`src/rtl/pwm_peripheral_pkg.sv`:
```
`default_nettype none
// ============================================================================
// Module   : pwm_peripheral_pkg
// Brief    : Shared constants and helpers for the PWM peripheral.
// Revision : 1.0
// ============================================================================
package pwm_peripheral_pkg;

    localparam int c_clk_div      = 13;
    localparam int c_pwm_bits     = 8;
    localparam int c_num_channels = 16;

    // Prescaler width; a divide-by-1 still needs one bit to declare the register.
    function automatic int presc_width(input int div);
        return (div > 1) ? $clog2(div) : 1;
    endfunction

endpackage
`default_nettype wire

```
`src/rtl/pwm_timebase.sv`:
```
`default_nettype none
// ============================================================================
// Module   : pwm_timebase
// Brief    : Clock prescaler and free-running PWM counter with period pulse.
// Revision : 1.0
// ============================================================================
module pwm_timebase
    import pwm_peripheral_pkg::*;
#(
    parameter int CLK_DIV  = c_clk_div,
    parameter int PWM_BITS = c_pwm_bits
) (
    input  logic                clk,
    input  logic                rst_n,
    output logic                step_tick,
    output logic [PWM_BITS-1:0] count,
    output logic                period_start
);

    localparam int                   c_presc_w    = presc_width(CLK_DIV);
    localparam logic [c_presc_w-1:0] c_presc_last = c_presc_w'(CLK_DIV - 1);
    localparam logic [PWM_BITS-1:0]  c_count_last = '1;

    logic [c_presc_w-1:0] r_presc;
    logic [PWM_BITS-1:0]  r_count;
    logic                 w_step;

    assign w_step = (r_presc == c_presc_last);

    always_ff @(posedge clk or negedge rst_n) begin
        if (!rst_n) begin
            r_presc <= '0;
            r_count <= '0;
        end else begin
            r_presc <= w_step ? '0 : r_presc + 1'b1;
            if (w_step) begin
                r_count <= r_count + 1'b1;
            end
        end
    end

    // Boundary is decoded from registers, so it clears with them on reset.
    assign step_tick    = w_step;
    assign count        = r_count;
    assign period_start = w_step & (r_count == c_count_last);

endmodule
`default_nettype wire

```
`src/rtl/pwm_peripheral.sv`:
```
`default_nettype none
// ============================================================================
// Module   : pwm_peripheral
// Brief    : 16-channel static/PWM output block with a shared, period-aligned duty.
// Revision : 1.0
// ============================================================================
module pwm_peripheral
    import pwm_peripheral_pkg::*;
#(
    parameter int CLK_DIV  = c_clk_div,
    parameter int PWM_BITS = c_pwm_bits
) (
    input  logic                      clk,
    input  logic                      rst_n,
    input  logic [7:0]                en_reg_out_7_0,
    input  logic [7:0]                en_reg_out_15_8,
    input  logic [7:0]                en_reg_pwm_7_0,
    input  logic [7:0]                en_reg_pwm_15_8,
    input  logic [PWM_BITS-1:0]       pwm_duty_cycle,
    output logic [c_num_channels-1:0] out,
    output logic                      period_start
);

    localparam logic [PWM_BITS-1:0] c_duty_full = '1;

    logic                      w_unused_step_tick;
    logic [PWM_BITS-1:0]       w_count;
    logic                      w_period_start;
    logic [PWM_BITS-1:0]       r_shadow;
    logic                      w_pwm_sig;
    logic [c_num_channels-1:0] w_en_out;
    logic [c_num_channels-1:0] w_en_pwm;
    logic [c_num_channels-1:0] w_out_next;
    logic [c_num_channels-1:0] r_out;

    pwm_timebase #(
        .CLK_DIV  (CLK_DIV),
        .PWM_BITS (PWM_BITS)
    ) u_timebase (
        .clk          (clk),
        .rst_n        (rst_n),
        .step_tick    (w_unused_step_tick),
        .count        (w_count),
        .period_start (w_period_start)
    );

    assign w_en_out = {en_reg_out_15_8, en_reg_out_7_0};
    assign w_en_pwm = {en_reg_pwm_15_8, en_reg_pwm_7_0};

    always_ff @(posedge clk or negedge rst_n) begin
        if (!rst_n) begin
            r_shadow <= '0;
        end else if (w_period_start) begin
            r_shadow <= pwm_duty_cycle;
        end
    end

    // Full-scale duty is forced high so the last counter step does not dip low.
    assign w_pwm_sig = (r_shadow == c_duty_full) | (w_count < r_shadow);

    for (genvar i = 0; i < c_num_channels; i++) begin : g_ch
        assign w_out_next[i] = w_en_out[i] & (~w_en_pwm[i] | w_pwm_sig);
    end

    always_ff @(posedge clk or negedge rst_n) begin
        if (!rst_n) begin
            r_out <= '0;
        end else begin
            r_out <= w_out_next;
        end
    end

    assign out          = r_out;
    assign period_start = w_period_start;

endmodule
`default_nettype wire

```
`config.mk`:
```
export PLATFORM = sky130hd
export DESIGN_NAME = pwm_peripheral
export DESIGN_NICKNAME = d
export VERILOG_FILES = /design/src/rtl/pwm_peripheral_pkg.sv /design/src/rtl/pwm_timebase.sv /design/src/rtl/pwm_peripheral.sv
export SDC_FILE = /design/constraint.sdc
export NUM_CORES = 1
export LEC_CHECK = 0
export CAP_MARGIN = 25
export CELL_PAD_IN_SITES_DETAIL_PLACEMENT = 1
export CELL_PAD_IN_SITES_GLOBAL_PLACEMENT = 2
export CORE_ASPECT_RATIO = 1.5
export CORE_UTILIZATION = 26
export CTS_CLUSTER_SIZE = 12
export DETAILED_ROUTE_END_ITERATION = 10
export GPL_TIMING_DRIVEN = 0
export PLACE_DENSITY = 0.76
export SLEW_MARGIN = 30
export SYNTH_ARGS = -nofsm -noshare
export SYNTH_HDL_FRONTEND = slang
export SYNTH_SLANG_ARGS = --single-unit
```
`constraint.sdc`:
```
create_clock -name clk -period 1.7 [get_ports clk]
set_input_delay 0.34 -clock clk [delete_from_list [all_inputs] [get_ports clk]]
set_output_delay 0.34 -clock clk [all_outputs]
set_load 0.005 [all_outputs]
```
# Yosys cells after proc, flatten, opt, wreduce, memory -nomap -nowiden

Index checks and enable logic that the tools add are counted.

Bits of input ports: 42
Output and inout bits: 17
Logic and storage cells: 61
Bits in registers: 36

Add/sub/neg operators: 2
Equality and inequality tests: 3
Order comparisons: 1
Bitwise logic cells: 50
Muxes and demuxes: 1

Operator list:

| kind                                         | count |
|---|---|
| AND 1 bit                                    | 17 |
| bitwise OR 1 bit                             | 17 |
| == test 8 bit (second input constant)        | 2 |
| inverter 1 bit                               | 16 |
| adder 8 x 1 -> 8 bit (second input constant) | 1 |
| less-than comparator 8 bit                   | 1 |
| adder 4 x 1 -> 4 bit (second input constant) | 1 |
| == test 4 bit (second input constant)        | 1 |
| two-way mux 4 bit                            | 1 |

# Logic depth before layout (Yosys ltp)

Gate-level depths: netlist of run 1.

Word-level depth: 4
Mapped depth: 7

# Modules after synthesis

From an unflattened synthesis of run 1, not the netlist that was laid out.

Cells, all modules: 132
Area, all modules: 1619.1 µm²

Modules (own cells, without submodules):

| module         | cells each | area an instance (µm²) | instances |
|---|---|---|---|
| pwm_peripheral | 84         | 1084.8                 | 1 |
| pwm_timebase   | 48         | 534.3                  | 1 |

# Worst setup path after synthesis of run 1

OpenSTA, ideal clock, no wires.

Path type: register -> register
Start point: reg u_timebase.r_presc[0]
End point: reg r_shadow[0]
Required time: 1.575 ns
Arrival: 1.548 ns
Library setup time: 0.125 ns
Period minus slack after synthesis: 1.673 ns
Stages on the path, launching flop included: 8
Setup slack: 0.027 ns
Path buffers: 1
Cell sequence: dfrtp_1 inv_1 ha_1 and3_1 buf_4 nand4_4 nor2_8 mux2_2

Cells in the longest elaborated chain, start to end: 2

RTL lines:

| element                | line                 | source |
|---|---|---|
| start, declared        | pwm_timebase.sv:24   | `logic [c_presc_w-1:0] r_presc;` |
| start signal, assigned | pwm_timebase.sv:35   | `r_presc <= w_step ? '0 : r_presc + 1'b1;` |
| == test 4 bit          | pwm_timebase.sv:28   | `assign w_step = (r_presc == c_presc_last);` |
| AND 1 bit              | pwm_timebase.sv:45   | `assign period_start = w_step & (r_count == c_count_last);` |
| end signal, assigned   | pwm_peripheral.sv:54 | `r_shadow <= pwm_duty_cycle;` |
| end, declared          | pwm_peripheral.sv:29 | `logic [PWM_BITS-1:0] r_shadow;` |

Every way passes these cells.
A chain may end at the register's enable or synchronous reset.

# Worst setup path after layout of run 1

Start point: reg u_timebase.r_presc[0]
End point: out period_start

Cells in the longest elaborated chain, start to end: 2

RTL lines:

| element       | line                 | source |
|---|---|---|
| == test 4 bit | pwm_timebase.sv:28   |  |
| AND 1 bit     | pwm_timebase.sv:45   |  |
| end, declared | pwm_peripheral.sv:21 | `output logic period_start` |

Every way passes these cells.

==> results of run 1 <==
[metal layers]
metal  wire length, µm  up-vias  track usage, %
met5                 0        -               0
met1              1420      619            13.9
met4               125        0            6.38
met3               374       11            5.34
li1                  -      588               -
met2              2610       61            27.8
[state kept, by name, indices dropped and copies added (netlist names)]
| register | flops |
|---|---|
| out | 16 |
| u_timebase.count | 8 |
| u_timebase.r_presc | 4 |
| r_shadow | 8 |
[cell families (layout without fill, tap and decap cells)]
logic type	after synthesis	after routing
buffers and inverters	12	93
XOR/XNOR	8	8
flip-flops	36	36
AND/OR/NAND/NOR	21	21
multiplexers	9	9
adder cells (fa/ha/maj)	10	10
AO/OA/AOI/OAI	26	26
[final timing paths]
kind                                                  from                              end  slack [ns]  cells past startpoint
max                        u_timebase.r_presc[0]$_DFF_PN0_                     period_start       -0.15                      6
min                                                  rst_n  u_timebase.r_presc[0]$_DFF_PN0_        0.44                      2
max reg2reg                u_timebase.r_presc[0]$_DFF_PN0_          r_shadow[5]$_DFFE_PN0P_       -0.08                      7
min reg2reg                u_timebase.r_presc[3]$_DFF_PN0_  u_timebase.r_presc[3]$_DFF_PN0_        0.50                      1
max in group asynchronous                            rst_n  u_timebase.count[2]$_DFFE_PN0P_        0.84                      3
min in group clk           u_timebase.r_presc[3]$_DFF_PN0_  u_timebase.r_presc[3]$_DFF_PN0_        0.50                      1
[cell type report]
class / count / area share, %
Sequential cell: 36 / 33.7
Multi-Input combinational cell: 74 / 30.0
Clock buffer: 6 / 3.06
Timing Repair Buffer: 74 / 27.5
Inverter: 10 / 1.39
Tap cell: 74 / 3.44
Buffer: 1 / 0.557
Clock inverter: 2 / 0.371
[stage by stage]
stage	cell area (µm²)	util, %	hold slack (ns)	instances	TNS, ns
2_1_floorplan	1670	-	0.0444	122	0
3_3_place_gp	2340	37.9	0.450	254	-17.11
3_5_place_dp	2360	38.2	0.214	255	-4.19
4_1_cts	2680	43.3	0.438	278	-2.12
5_1_grt	2700	43.6	0.450	277	-3.03
6_report	2700	43.6	0.442	277	-1.11
[repair_timing]
| item | in CTS | in global routing |
|---|---|---|
| setup endpoints to repair | 25 | 28 |
| gates resized for setup | 35 | 8 |
| gates cloned | 1 | 0 |
| buffers inserted | 13 | 0 |
| hold endpoints to repair | 8 | 0 |
| pin swaps | 19 | 4 |
| hold buffers | 1 | 0 |
[placed cells by master, fill, tap and decap left out, drive strengths merged, types with 2 or more instances in the layout]
master,n
ha,10
o21ai,2
nand3,2
clkdlybuf4s50,56
clkbuf,6
xor2,3
clkinv,2
nand4,4
xnor2,5
a21boi,16
nand2,3
dfrtp,36
buf,18
inv,10
and4,2
nor2,7
and3,2
a21oi,2
mux2,9
[worst max-delay path: stages (launching register included)]
cell,delay [ns]
dfrtp_1,0.40
inv_2,0.09
ha_4,0.14
and3_4,0.19
nand4_1,0.12
nor2_2,0.16
buf_2,0.13
[where the power goes]
group / total [mW] / switching (mW) / internal [mW]
Combinational: 0.187 / 0.0510 / 0.135
Sequential: 0.880 / 0.00525 / 0.875
Clock: 0.632 / 0.308 / 0.323
==> out/metrics.cfg, run 1 <==
[status]
status=complete, but fails checks
violations=setup timing

[synth]
synth.cell_area_um2=1670
yosysUniqueCellTypes=29
yosys.area.top_type=dfrtp_1
yosysTopAreaCellShare_pct=54.0
synth_nets=174
synth_top_family_by_area=compound AO/OA/AOI/OAI gates
async_reset_ff_share_pct=100
yosys.area_share.simple_pct=8.92
synth_common_cells=36 x dfrtp_1, 10 x a21boi_2, 10 x ha_1, 10 x inv_1, 9 x mux2_2
yosysMostFrequentCell=dfrtp_1
synth_area_leaders=dfrtp_1 54%, ha_1 7.5%, a21boi_2 6.7%, mux2_2 6.1%, a21boi_0 2.7%
ys_seq_area_share_pct=54.0
synth_fa_ha_area_share_pct=7.50
synth-xor-area-share_pct=4.20
muxShareOfSynthArea_pct=6.07
ys_seq_elements=36
synth_cells=122
ys_warn_count=0
syn_avg_cell_area_um2=13.7
synth_compound_area_share_pct=16.0
synth_enable_flop_cells=0
ys.flop_type=dfrtp_1

[hold_path]
hp-class=input pin to asynchronous set/reset pin

[placed_design]
dp_slack_ns=-0.475
io_buffer_count=58
globalplace.congestion=0.719
dpl.hpwl_um=3480

[floorplan]
start_util_pct=27.0
die-area_um2=6750
core_um2=6170
die_w_um=67.4
num_io_pins=59
dieHeight_um=100
row_count=35

[final_layout]
fin_nets=254
seq_area_um2=907
area_delta_synth_final_pct=61.5
num-fill-cells=624
multi_input_area_um2=810
antennaDiodeCount=0
drive_gt1_share_pct=36.0

[global_routing]
grt_pass1_wl_um=7350
grt_usage_pct=14.9
grt_start_max_net_pins=29
grt_pass1_vias=1522
antenna_found_initial=0
overflow=0

[setup_path]
cp.required_ns=1.36
crit_type=flop to output pin
start_kind=flop
critPathCaptureType=output pin
crit_arrival_ns=1.51
path_max_fanout=2

[timing]
slew_headroom_pct=76.8
worstMarginPinSlew_ns=0.349
fmax_mhz=540
hold_violations=0
final.min_clock_period_ns=1.85
final.period_utilization_pct=109
skew_ns=0.00304
setup_violations=23
final_max_slew_viol_count=0
grt_setup_unrepaired=true
setup_slack_ns=-0.150

[route]
remaining_drc_errors=0
viasPerCell=4.62
drtPass1Iterations=4
wl_per_cell_um=16.3
wl_um=4530
vias=1279
drtIter0Drc=3
ant_nets=0

[clock_tree]
cts.path.max_buffers=2
cts_inserted_buffers=5
cts_tree=done
clk_latency_ns=0.29
cts-root-buf=clkbuf_8
h-tree-depth=2
cts_sinks=36
clkTransAtPathRegs_ns=0.07

[power]
p_per_area_nw_per_um2=630
p_leak_nw=1.15
peakVddDrop_uv=427
power.total_mw=1.70

[run]
maxCapViolations=0

Power figures use the tool's default switching activity.
==> inputs of run 2 (changes only) <==
--- a/config.mk
+++ b/config.mk
@@ -14,6 +14,7 @@
 export DETAILED_ROUTE_END_ITERATION = 10
 export GPL_TIMING_DRIVEN = 0
 export PLACE_DENSITY = 0.76
+export RECOVER_POWER = 50
 export SLEW_MARGIN = 30
 export SYNTH_ARGS = -nofsm -noshare
 export SYNTH_HDL_FRONTEND = slang
==> out/metrics.cfg, run 2 (synthesis results as in run 1) <==
[power]
peakVddDrop_uv=427
seqPwrFrac_pct=51.9
p_int_mw=1.33
p_per_area_nw_per_um2=632
p_clk_share_pct=37.3
power_frac_comb_pct=10.8
p_sw_share_pct=21.6
p_leak_nw=1.15
p_switching_mw=0.366

[route]
drtIter0Drc=5
ant_nets=0
wl_per_cell_um=16.3
viasPerCell=4.63
vias=1282
remaining_drc_errors=0
drtPass1Iterations=4
wl_um=4520

[setup_path]
crit_arrival_ns=1.51
path_max_fanout=2
critPathCaptureType=output pin
cpMaxStageDelayCell=dfrtp_1
critPathMaxStageDelay_ns=0.40
cpLargestDelayFamily=simple AND/OR/NAND/NOR gates
crit_chain=inv_2 -> ha_4 -> and3_4 -> nand4_1 -> nor2_2 -> buf_2
start_kind=flop
cp.required_ns=1.36
worst-path-buf-inv=2
crit_type=flop to output pin

[placed_design]
placed_cell_area_um2=2360
dp_slack_ns=-0.475
dpl.hpwl_um=3480
globalplace.congestion=0.719
io_buffer_count=58

[final_layout]
fin_area_um2=2680
mostFrequentLayoutCells=56 x clkdlybuf4s50_1, 31 x dfrtp_1, 13 x a21boi_2
antennaDiodeCount=0
fin_util_pct=43.4
drive_gt1_share_pct=35.5
final_common_cell=clkdlybuf4s50_1
largest_reg_flops=16
area_delta_synth_final_pct=60.6
fin_nets=254

[floorplan]
core_um2=6170
row_count=35
start_util_pct=27.0
die-area_um2=6750
dieHeight_um=100
die_w_um=67.4
num_io_pins=59

[global_routing]
grt_start_max_net_pins=29
overflow=0
antenna_found_initial=0
grt_usage_pct=14.9
grt_pass1_vias=1522
grt_pass1_wl_um=7350

[clock_tree]
cts_inserted_buffers=5
cts-root-buf=clkbuf_8
cts_sinks=36
cts.path.max_buffers=2
cts_tree=done
clk_latency_ns=0.29
clkTransAtPathRegs_ns=0.07
h-tree-depth=2

[timing]
slew_headroom_pct=68.2
skew_ns=0.00347
fmax_mhz=540
setup_violations=23
final_max_slew_viol_count=0
grt_setup_unrepaired=true
setup_slack_ns=-0.152
final.period_utilization_pct=109
final.min_clock_period_ns=1.85
hold_violations=0
worstMarginPinSlew_ns=0.477

[status]
violations=setup timing
status=complete, but fails checks

[hold_path]
hp-class=flop to flop

[run]
maxCapViolations=0

## run 2: timing repair
item | 4_1_cts | 5_1_grt
cloned | 1 | 0
hold buffers | 1 | 0
resized for setup | 35 | 8
endpoints found under the setup margin | 25 | 28
setup buffers | 13 | 0
pin swaps | 19 | 4
endpoints found under the hold margin | 8 | 0
## run 2: power by group through the flow
stage	clock network [mW]	logic, mW	registers, mW
after floorplan	0	0.0176	0.900
after global placement	0	0.172	0.897
after detailed placement	0	0.182	0.898
after CTS	0.646	0.188	0.881
after global routing	0.675	0.197	0.881
final	0.633	0.182	0.880
## run 2: final cells by class
cell class	instances	area [µm²]
tap	74	92.6
inverter	10	37.5
clock buffer	6	82.6
buffer	1	15.0
timing repair buffer	74	727
clock inverter	2	10.0
sequential	36	907
fill	627	3490
multi-input combinational	74	810
## run 2: path summary, 6_finish.rpt
path                                                 start                              end  slack, ns  depth (start not counted)
setup / recovery           u_timebase.r_presc[0]$_DFF_PN0_                     period_start      -0.15                          6
hold / removal             u_timebase.r_presc[3]$_DFF_PN0_  u_timebase.r_presc[3]$_DFF_PN0_       0.50                          1
setup reg to reg           u_timebase.r_presc[0]$_DFF_PN0_          r_shadow[5]$_DFFE_PN0P_      -0.08                          7
hold reg to reg            u_timebase.r_presc[3]$_DFF_PN0_  u_timebase.r_presc[3]$_DFF_PN0_       0.50                          1
max in group asynchronous                            rst_n  u_timebase.count[3]$_DFFE_PN0P_       0.35                          3
min in group asynchronous                            rst_n  u_timebase.r_presc[0]$_DFF_PN0_       0.51                          2
## run 2: layer usage
layer | vias up | routed length, µm | track usage [%]
met5 | - | 0 | 0
met4 | 0 | 125 | 6.38
met3 | 11 | 379 | 5.34
met2 | 61 | 2610 | 27.8
met1 | 622 | 1410 | 13.9
li1 | 588 | - | -
## run 2: worst reg2reg max path, stage by stage (launching register included)
cell	delay, ns
dfrtp_1	0.40
inv_2	0.09
ha_4	0.14
and3_4	0.19
buf_6	0.13
nand4_4	0.15
nor2_8	0.20
mux2_2	0.37
## run 2: stage by stage
step	setup TNS (ns)	hold WS (ns)	cells	total power, mW
finish	-1.13	0.496	277	1.70
global route	-3.03	0.510	277	1.75
CTS	-2.12	0.438	278	1.71
detailed placement	-4.19	0.214	255	1.08
global placement	-17.11	0.450	254	1.07
floorplan	0	0.0444	122	0.917
==> inputs of run 3 (changes only) <==
--- a/config.mk
+++ b/config.mk
@@ -12,7 +12,6 @@
 export CORE_UTILIZATION = 26
 export CTS_CLUSTER_SIZE = 12
 export DETAILED_ROUTE_END_ITERATION = 10
-export GPL_TIMING_DRIVEN = 0
 export PLACE_DENSITY = 0.76
 export RECOVER_POWER = 50
 export SLEW_MARGIN = 30
==> out/metrics.cfg, run 3 (synthesis results as in run 1) <==
[clock_tree]
cts_sinks=36
cts-root-buf=clkbuf_8
cts_inserted_buffers=5
h-tree-depth=2
cts.path.max_buffers=2
clkTransAtPathRegs_ns=0.07
cts_tree=done
clk_latency_ns=0.29

[final_layout]
area_delta_synth_final_pct=68.7
fin_nets=270
mostFrequentLayoutCells=57 x clkdlybuf4s50_1, 35 x dfrtp_1, 27 x buf_4
drive_gt1_share_pct=37.9
largest_reg_flops=16
num-fill-cells=633
fin_util_pct=45.6
antennaDiodeCount=0
final_common_cell=clkdlybuf4s50_1

[route]
viasPerCell=4.53
top_layer_used=met4
ant_nets=0
wl_um=4530
met2_length_um=2630
wl_per_cell_um=15.4
drtIter0Drc=15
m1WireLength_um=1440
vias=1326
remaining_drc_errors=0
wl_met3_um=380
drtPass1Iterations=3

[timing]
skew_ns=0.00847
final_max_slew_viol_count=0
fmax_mhz=551
setup_slack_ns=-0.116
grt_setup_unrepaired=true
whs_ns=0.466
final.period_utilization_pct=107
setup_violations=9
final.min_clock_period_ns=1.82
finalSetupTns_ns=-0.366
worstMarginPinSlew_ns=0.482
hold_violations=0
slew_headroom_pct=67.9

[power]
peakVddDrop_uv=401
p_per_area_nw_per_um2=604
p_leak_nw=1.23

[setup_path]
cpMaxStageDelayCell=dfrtp_1
start_kind=flop
critPathCaptureType=output pin
path_max_fanout=2
crit_chain=inv_2 -> ha_4 -> and3_4 -> nand4_1 -> nor2_1 -> buf_2
crit_type=flop to output pin
cp.required_ns=1.36
critPathMaxStageDelay_ns=0.39
crit_arrival_ns=1.48

[run]
maxCapViolations=0

[placed_design]
dpl.hpwl_um=3280
dp_slack_ns=-0.225
io_buffer_count=58
globalplace.congestion=0.720

[global_routing]
grt_pass1_vias=1550
overflow=0
antenna_found_initial=0
grt_usage_pct=15.1
grt_pass1_wl_um=7380
grt_start_max_net_pins=37

[status]
violations=setup timing
status=complete, but fails checks

[floorplan]
dieHeight_um=100
die-area_um2=6750
row_count=35
core_um2=6170
die_w_um=67.4
start_util_pct=27.0
num_io_pins=59

[hold_path]
hp-class=input pin to asynchronous set/reset pin

==> run 3: metal layers <==
| metal | vias up | GRT usage [%] |
|---|---|---|
| met1 | 646 | 14.6 |
| li1 | 619 | - |
| met5 | - | 0 |
| met4 | 0 | 5.89 |
| met3 | 7 | 5.80 |
| met2 | 54 | 27.7 |
==> run 3: final cells by class <==
cell class	count	area, µm²	area share [%]
clock inverter	1	7.51	0.267
inverter	10	37.5	1.33
clock buffer	7	86.3	3.07
timing repair buffer	91	855	30.4
sequential	36	902	32.0
multi-input combinational	74	835	29.6
tap	74	92.6	3.29
==> run 3: power breakdown <==
part	internal (mW)	total [mW]	switching [mW]
logic	0.134	0.184	0.0506
clock network	0.329	0.634	0.305
registers	0.875	0.881	0.00537
==> run 3: path summary, 6_finish.rpt <==
| check | slack [ns] | endpoint | cells after the start | from |
|---|---|---|---|---|
| worst min register to register | 0.51 | u_timebase.r_presc[3]$_DFF_PN0_ | 1 | u_timebase.r_presc[3]$_DFF_PN0_ |
| worst max register to register | -0.04 | r_shadow[5]$_DFFE_PN0P_ | 7 | u_timebase.r_presc[1]$_DFF_PN0_ |
| worst max-delay path | -0.12 | period_start | 6 | u_timebase.r_presc[1]$_DFF_PN0_ |
| worst min-delay path | 0.47 | u_timebase.r_presc[0]$_DFF_PN0_ | 2 | rst_n |
| min in group clk | 0.51 | u_timebase.r_presc[3]$_DFF_PN0_ | 1 | u_timebase.r_presc[3]$_DFF_PN0_ |
| max in group asynchronous | 0.88 | u_timebase.count[2]$_DFFE_PN0P_ | 2 | rst_n |
==> run 3: worst max-delay path, delay by kind of cell, from the launching register on <==
family	cells	cell delay [ns]
and+or+nand+nor	3	0.42
DFF	1	0.39
buffers and inverters	2	0.23
adders and majority gates	1	0.14
==> run 3: timing repair <==
action,4_1_cts,5_1_grt
cloned,1,0
endpoints found under the setup margin,26,28
buffers inserted,10,4
pin swaps,23,8
hold buffers,0,0
resized for setup,33,10
==> run 3: metrics by stage <==
step	power, mW	instance area, µm²	std cells
after floorplan	0.917	1670	122
after global placement	1.07	2470	270
after detailed placement	1.08	2470	270
after CTS	1.72	2740	289
after global routing	1.78	2820	293
final	1.70	2820	293
